File: config.mk
export PLATFORM = sky130hd
export DESIGN_NAME = led_activity_ctrl
export DESIGN_NICKNAME = d
export VERILOG_FILES = /design/src/rtl/led_activity_ctrl.sv
export SDC_FILE = /design/constraint.sdc
export NUM_CORES = 1
export LEC_CHECK = 0
export BUFFER_PORTS_ARGS = -buffer_cell sky130_fd_sc_hd__buf_4
export CAP_MARGIN = 30
export CORE_MARGIN = 5
export CORE_UTILIZATION = 30
export CTS_CLUSTER_SIZE = 12
export DETAILED_ROUTE_END_ITERATION = 6
export PLACE_DENSITY = 0.58
export SYNTH_ARGS = -nofsm -noshare
export SYNTH_HDL_FRONTEND = slang
export SYNTH_SLANG_ARGS = --single-unit
File: constraint.sdc
create_clock -name clk -period 5.99 [get_ports clk]
set_clock_uncertainty 0.1 [all_clocks]
set_input_delay 0.8985 -clock clk [delete_from_list [all_inputs] [get_ports clk]]
set_output_delay 0.8985 -clock clk [all_outputs]
set_load 0.05 [all_outputs]
File: src/rtl/led_activity_ctrl.sv
// Ethernet TX/RX activity LED controller: stretches activity bursts into visible
// ON periods with a forced dark gap, plus saturating per-channel edge counters.

module led_activity_chan #(
    parameter int unsigned ON_TICKS  = 2,
    parameter int unsigned OFF_TICKS = 1,
    parameter int unsigned CNT_W     = 16
) (
    input  logic             clk,
    input  logic             rst_n,
    input  logic             tick,
    input  logic             act,
    input  logic             pol,
    input  logic             clr_cnt,
    output logic             led,
    output logic [CNT_W-1:0] cnt
);

    localparam int unsigned MAX_TICKS = (ON_TICKS > OFF_TICKS) ? ON_TICKS : OFF_TICKS;
    localparam int unsigned TC_W      = (MAX_TICKS < 2) ? 1 : $clog2(MAX_TICKS + 1);

    typedef enum logic [1:0] {
        ST_IDLE = 2'd0,
        ST_ON   = 2'd1,
        ST_OFF  = 2'd2
    } state_t;

    state_t          state;
    state_t          state_nxt;
    logic [TC_W-1:0] tcnt;
    logic [TC_W-1:0] tcnt_nxt;
    logic            pend;
    logic            pend_nxt;
    logic            act_d;
    logic            act_rise;

    // Next-state logic: ON/OFF periods are measured in shared prescaler ticks
    always_comb begin
        state_nxt = state;
        tcnt_nxt  = tcnt;
        pend_nxt  = pend;
        case (state)
            ST_IDLE: begin
                if (act) begin
                    state_nxt = ST_ON;
                    tcnt_nxt  = TC_W'(ON_TICKS);
                end
            end
            ST_ON: begin
                if (act) begin
                    pend_nxt = 1'b1;
                end
                if (tick) begin
                    if (tcnt == TC_W'(1)) begin
                        state_nxt = ST_OFF;
                        tcnt_nxt  = TC_W'(OFF_TICKS);
                    end else begin
                        tcnt_nxt = tcnt - TC_W'(1);
                    end
                end
            end
            ST_OFF: begin
                if (act) begin
                    pend_nxt = 1'b1;
                end
                if (tick) begin
                    if (tcnt == TC_W'(1)) begin
                        if (pend || act) begin
                            // Activity seen since this episode began earns exactly one more ON
                            state_nxt = ST_ON;
                            tcnt_nxt  = TC_W'(ON_TICKS);
                            pend_nxt  = 1'b0;
                        end else begin
                            state_nxt = ST_IDLE;
                        end
                    end else begin
                        tcnt_nxt = tcnt - TC_W'(1);
                    end
                end
            end
            default: begin
                state_nxt = ST_IDLE;
                tcnt_nxt  = '0;
                pend_nxt  = 1'b0;
            end
        endcase
    end

    always_ff @(posedge clk) begin
        if (!rst_n) begin
            state <= ST_IDLE;
            tcnt  <= '0;
            pend  <= 1'b0;
            led   <= 1'b0;
        end else begin
            state <= state_nxt;
            tcnt  <= tcnt_nxt;
            pend  <= pend_nxt;
            led   <= (state_nxt == ST_ON) ^ pol;
        end
    end

    assign act_rise = act & ~act_d;

    // Saturating rising-edge counter; clear has priority over a coincident edge
    always_ff @(posedge clk) begin
        if (!rst_n) begin
            act_d <= 1'b0;
            cnt   <= '0;
        end else begin
            act_d <= act;
            if (clr_cnt) begin
                cnt <= '0;
            end else if (act_rise && (cnt != {CNT_W{1'b1}})) begin
                cnt <= cnt + CNT_W'(1);
            end
        end
    end

endmodule

module led_activity_ctrl #(
    parameter int unsigned TICK_DIV  = 512,
    parameter int unsigned ON_TICKS  = 2,
    parameter int unsigned OFF_TICKS = 1,
    parameter int unsigned CNT_W     = 16
) (
    input  logic             clk,
    input  logic             rst_n,
    input  logic             act_tx,
    input  logic             act_rx,
    input  logic [1:0]       led_pol,
    input  logic             clr_cnt,
    output logic             led_tx,
    output logic             led_rx,
    output logic [CNT_W-1:0] cnt_tx,
    output logic [CNT_W-1:0] cnt_rx
);

    localparam int unsigned PS_W = (TICK_DIV < 2) ? 1 : $clog2(TICK_DIV);

    logic [PS_W-1:0] ps_cnt;
    logic            tick;

    assign tick = (ps_cnt == PS_W'(TICK_DIV - 1));

    // Shared LED time-base prescaler
    always_ff @(posedge clk) begin
        if (!rst_n) begin
            ps_cnt <= '0;
        end else if (tick) begin
            ps_cnt <= '0;
        end else begin
            ps_cnt <= ps_cnt + PS_W'(1);
        end
    end

    led_activity_chan #(
        .ON_TICKS  (ON_TICKS),
        .OFF_TICKS (OFF_TICKS),
        .CNT_W     (CNT_W)
    ) u_tx (
        .clk     (clk),
        .rst_n   (rst_n),
        .tick    (tick),
        .act     (act_tx),
        .pol     (led_pol[1]),
        .clr_cnt (clr_cnt),
        .led     (led_tx),
        .cnt     (cnt_tx)
    );

    led_activity_chan #(
        .ON_TICKS  (ON_TICKS),
        .OFF_TICKS (OFF_TICKS),
        .CNT_W     (CNT_W)
    ) u_rx (
        .clk     (clk),
        .rst_n   (rst_n),
        .tick    (tick),
        .act     (act_rx),
        .pol     (led_pol[0]),
        .clr_cnt (clr_cnt),
        .led     (led_rx),
        .cnt     (cnt_rx)
    );

endmodule

; Word-level counts from Yosys, hierarchy flattened
; Cells that the tools add are included.
[classes]
n_addsub = 5
eq_ne = 19
n_mux = 38
n_bitwise = 7
reduce_logical = 10
[op_table]
columns = operator, count
row1 = 2-bit two-way mux, 22
row2 = "16-bit by 1-bit adder with 16-bit output, second input constant", 2
row3 = "16-bit != test, second input constant", 2
row4 = 2-bit one-hot mux with 3 select lines, 4
row5 = "2-bit by 1-bit equality test with 1-bit output, second input constant", 6
row6 = "2-bit != test, second input constant", 6
row7 = 1-bit two-way mux, 10
row8 = "9-bit by 1-bit adder with 9-bit output, second input constant", 1
row9 = "9-bit equality test, second input constant", 1
row10 = 4-bit AND reduction, 2
row11 = "3-bit != test, second input constant", 2
row12 = 1-bit one-hot mux with 3 select lines, 2
row13 = "2-bit equality test, second input constant", 2
row14 = 2-bit zero test, 2
row15 = 2-bit OR reduction, 2
row16 = "2-bit by 1-bit subtractor with 2-bit output, second input constant", 2
row17 = 1-bit NOT, 3
row18 = 1-bit AND, 2
row19 = 1-bit logical AND, 2
row20 = 1-bit logical OR, 2
row21 = 1-bit XOR, 2
[word_totals]
reg_bits = 55
in_bits = 7
output_inout_bits = 34
elab_cells = 92

; Depth between registers and ports, before layout
[depth]
ltp_word = 7
ltp_mapped = 10
mapped_depth_nobuf = 9

; Cells and area by module
; A second synthesis with hierarchy kept.
[hier_totals]
cells_unflattened = 331
hier_area_um2 = 2885.3
[by_module_without_submodules]
columns = mod, n_inst, cells_per_inst, area_each_um2, seq_area_each_um2
row1 = led_activity_chan, 2, 146, 1263.7, 460.4
row2 = led_activity_ctrl, 1, 39, 357.8, 180.2

; Least setup slack after synthesis
; OpenSTA, ideal clock, no wires.
[synth_path]
path_type = flip-flop to flip-flop
from = reg ps_cnt[0]
to = reg u_tx.led
setup_time_ps = 76
arrival_time_ps = 2064
t_required_ps = 5814
slack_ps = 3750
path_stages_with_launch = 11
n_path_buf = 1
period_less_slack_ps = 2240
cell_sequence = dfxtp_1 -> ha_1 -> and3_1 -> and3_1 -> ha_1 -> clkbuf_2 -> nand2_1 -> a31oi_1 -> o21a_1 -> or3_1 -> a21boi_0
[synth_between]
elab_chain_cells = 5
elab_cells_between_ends = 6
cone_classes = eq/ne (2) / mux (3) / bitwise (1)
[synth_lines]
columns = item, line
row1 = from (decl), 142  ; logic [PS_W-1:0] ps_cnt;
row2 = from (signal assigned), 154  ; ps_cnt <= ps_cnt + PS_W'(1);
row3 = 9-bit equality test *, 145  ; assign tick = (ps_cnt == PS_W'(TICK_DIV - 1));
row4 = "2-bit two-way mux, on equally long branches", "66, 53"
row5 = 2-bit one-hot mux with 3 select lines *, 42  ; case (state)
row6 = 2-bit by 1-bit equality test with 1-bit output *, 99  ; led <= (state_nxt == ST_ON) ^ pol;
row7 = 1-bit XOR *, 99
row8 = to (signal assigned), 99
row9 = to (decl), 15  ; output logic led,
; Every way passes the cells marked *; elsewhere a longest branch is shown, timed or not.
; A chain may end at the register's enable or synchronous reset.

; Final worst setup path
[layout_path]
from = reg ps_cnt[3]
to = reg u_tx.led
; Same word-level chain as after synthesis.

==> reports/qor.csv <==
stage,metric,value,unit
power,peak supply drop,0.0958,mV
sta,fmax,403,MHz
sta,worst hold slack,0.340,ns
yosys,Synth Area per Inst,8.44,µm²
clock_tree,hold_buf cts,0,
yosys,register area share after synthesis,0.387,
critical_path,CP Class,reg2reg,
floorplan,die width,107,µm
run,Max Cap Viol,0,
yosys,area share of the largest cell type after synthesis,0.387,
floorplan,die area,11500,µm²
routing,# DRC,0,
power,P per Cell Area,190,nW/µm²
routing,WL per Instance,11.9,µm
clock_tree,Post-CTS Setup Repair Bufs,0,
yosys,"Primary FF master, synth",dfxtp_1,
global_route,largest net degree at the start of global routing,21,
run_status,status,"finished, final reports clean",
global_route,GRT Total Usage,0.109,
layout,share of cells above drive strength 1,0.136,
sta,unrepaired setup endpoints after global routing,no,
layout,synthesis-to-layout area growth,18.6,%
routing,DRT Pass-1 Iters,4,
place,DP HPWL,4.48,mm
yosys,Synth async-reset ratio,0,
critical_path,"Slowest-stage cell, CP",dfxtp_1,
sta,worst slew pin tran,0.563,ns
critical_path,Startpoint Class,flip-flop,
routing,drt first-iter violations,69,
clock_tree,CTS sink cnt,55,
global_route,first-pass GRT wire length,10.6,mm
sta,TNS Setup,0,ns
floorplan,core footprint,9240,µm²
yosys,"EDFF count, synth",0,
sta,crit share post-route,0.414,
global_route,initial antenna violation count,0,
floorplan,Starting Density,0.308,
layout,Fillers,945,
critical_path,WP data arrival,2.60,ns
global_route,GRT Residual Overflow,0,
routing,Final ANT Viol Nets,0,
clock_tree,Root Driver,clkbuf_8,
clock_tree,clock buffer depth,2,
critical_path,"most used cell, CP",and3_1,
clock_tree,Clock Pin Slew Worst Setup and Hold Paths,0.09,ns
yosys,Yosys cell types,44,
layout,nets,401,
place,I/O Buffers,40,
floorplan,Core Rows,35,
sta,Final Hold Vio Count,0,
yosys,"Net Count, Synth",362,
clock_tree,Post-CTS Resized,0,
floorplan,number of placed I/O pins,41,
hold_path,Hold WC Path Type,reg2reg,
clock_tree,later-pin clock latency in the skew report,0.30,ns
global_route,vias in the first global route,2343,
critical_path,slowest cell delay on critical path,0.39,ns
place,gpl congestion,0.754,
floorplan,Vert. Die Dim,107,µm
yosys,warnings from Yosys,0,
yosys,cell count after synthesis,337,
critical_path,endpoint type of the worst setup path,flip-flop,
yosys,Synth Register Bits,55,
yosys,largest cells by area after synthesis,"dfxtp_1 (39%), ha_1 (7.9%), xnor2_1 (6.5%)",
yosys,"area leader, netlist",dfxtp_1,
layout,n_diodes,0,
critical_path,CP Max Fanout,8,
sta,Period minus WS final,2.48,ns
yosys,synthesized cell area,2840,µm²
sta,max-slew violation total from the final report,0,
sta,Max transition margin,0.623,
clock_tree,CTS tree,done,
clock_tree,CTS Buf Count,5,
power,Final Power,0.641,mW
critical_path,critical path required time,6.11,ns
critical_path,crit-path cells,and3_1 > and3_1 > and3_1 > ha_1 > nand2_1 > a221oi_2 > o21bai_1 > or3_1 > a21boi_0,
power,Leak,1.27,nW
routing,Via density,4.86,
routing,drt total wl,6.01,mm
sta,Setup-failing EPs final,0,
clock_tree,H-Tree Depth,2,
routing,DR vias,2449,
cells in the final DEF, fill, tap and decap left out, types with 7 or more instances in the layout:
cell,n
o21ai_0,10
a21boi_0,7
dfxtp_1,55
buf_4,41
nor4_1,8
a21oi_1,11
a31oi_1,10
nand2_1,20
nor2_1,47
ha_1,18
nand4_1,8
nand3_1,17
or3_1,7
xnor2_1,21
xor2_1,7
nor3_1,13
inv_1,18
and3_1,7
worst paths after layout:
check	startpoint	to	slack (ns)	cells after the start
worst max-delay path	ps_cnt[3]	u_tx.led	3.51	9
worst min-delay path	ps_cnt[0]	ps_cnt[0]	0.34	1
worst max register to register	ps_cnt[3]	u_tx.led	3.51	9
worst min register to register	ps_cnt[0]	ps_cnt[0]	0.34	1
power breakdown:
part | switching [mW] | internal (mW)
registers | 0.00822 | 0.374
clock network | 0.111 | 0.0784
logic | 0.0402 | 0.0287
cell type report:
cell class / instances / area, µm² / area share
multi-input cells: 254 / 1630 / 0.484
clock buffers: 6 / 72.6 / 0.0215
repair buffers: 42 / 335 / 0.0995
inverters: 18 / 67.6 / 0.0200
well taps: 129 / 161 / 0.0479
flip-flops and latches: 55 / 1100 / 0.327
synthesized netlist by cell type, types with 8 or more instances:
cell type  instances
dfxtp_1           55
nor2_1            47
xnor2_1           21
nand2_1           20
ha_1              18
inv_1             18
nand3_1           17
nor3_1            13
a21oi_1           11
a31oi_1           10
o21ai_0           10
nand4_1            8
nor4_1             8
registers in the layout, indices dropped and copies added, names as in the netlist:
signal      flops
u_rx.led        1
u_rx.tcnt       2
u_rx.pend       1
u_rx.act_d      1
u_rx.state      2
u_tx.act_d      1
u_rx.cnt       16
ps_cnt          9
u_tx.pend       1
u_tx.tcnt       2
u_tx.state      2
u_tx.cnt       16
u_tx.led        1
metrics by stage:
| step | utilization | cell area, µm² | worst slack (ns) | std cells |
|---|---|---|---|---|
| after floorplan | - | 2840 | 3.75 | 337 |
| after global placement | 0.354 | 3270 | 3.51 | 497 |
| after detailed placement | 0.357 | 3300 | 3.52 | 498 |
| after CTS | 0.365 | 3370 | 3.51 | 504 |
| after global routing | 0.365 | 3370 | 3.31 | 504 |
| final | 0.365 | 3370 | 3.51 | 504 |
cell families (layout without fill, tap and decap cells):
family          after synthesis  count (layout)  share of synthesized area
compound gates               56              56                      0.132
xor+xnor                     28              28                     0.0863
fa+ha+maj                    18              18                     0.0792
buf+inv                      28              66                     0.0383
flops                        55              55                      0.387
mux                           1               1                    0.00352
simple gates                151             151                      0.273
routing by layer:
layer | wire length, µm | share of wire | track usage
met1 | 2840 | 0.47 | 0.138
met2 | 2840 | 0.47 | 0.184
met3 | 266 | 0.044 | 0.0276
met4 | 60 | 0.010 | 0.0307
met5 | 0 | 0 | 0
critical path: cells and delay by family (launching register included):
family / cells / cell delay (ns)
AOI/OAI and AO/OA: 3 / 0.58
and+or+nand+nor: 5 / 1.03
DFF: 1 / 0.39
adders and majority gates: 1 / 0.30
Note: power is estimated with default switching activity, not from simulation.
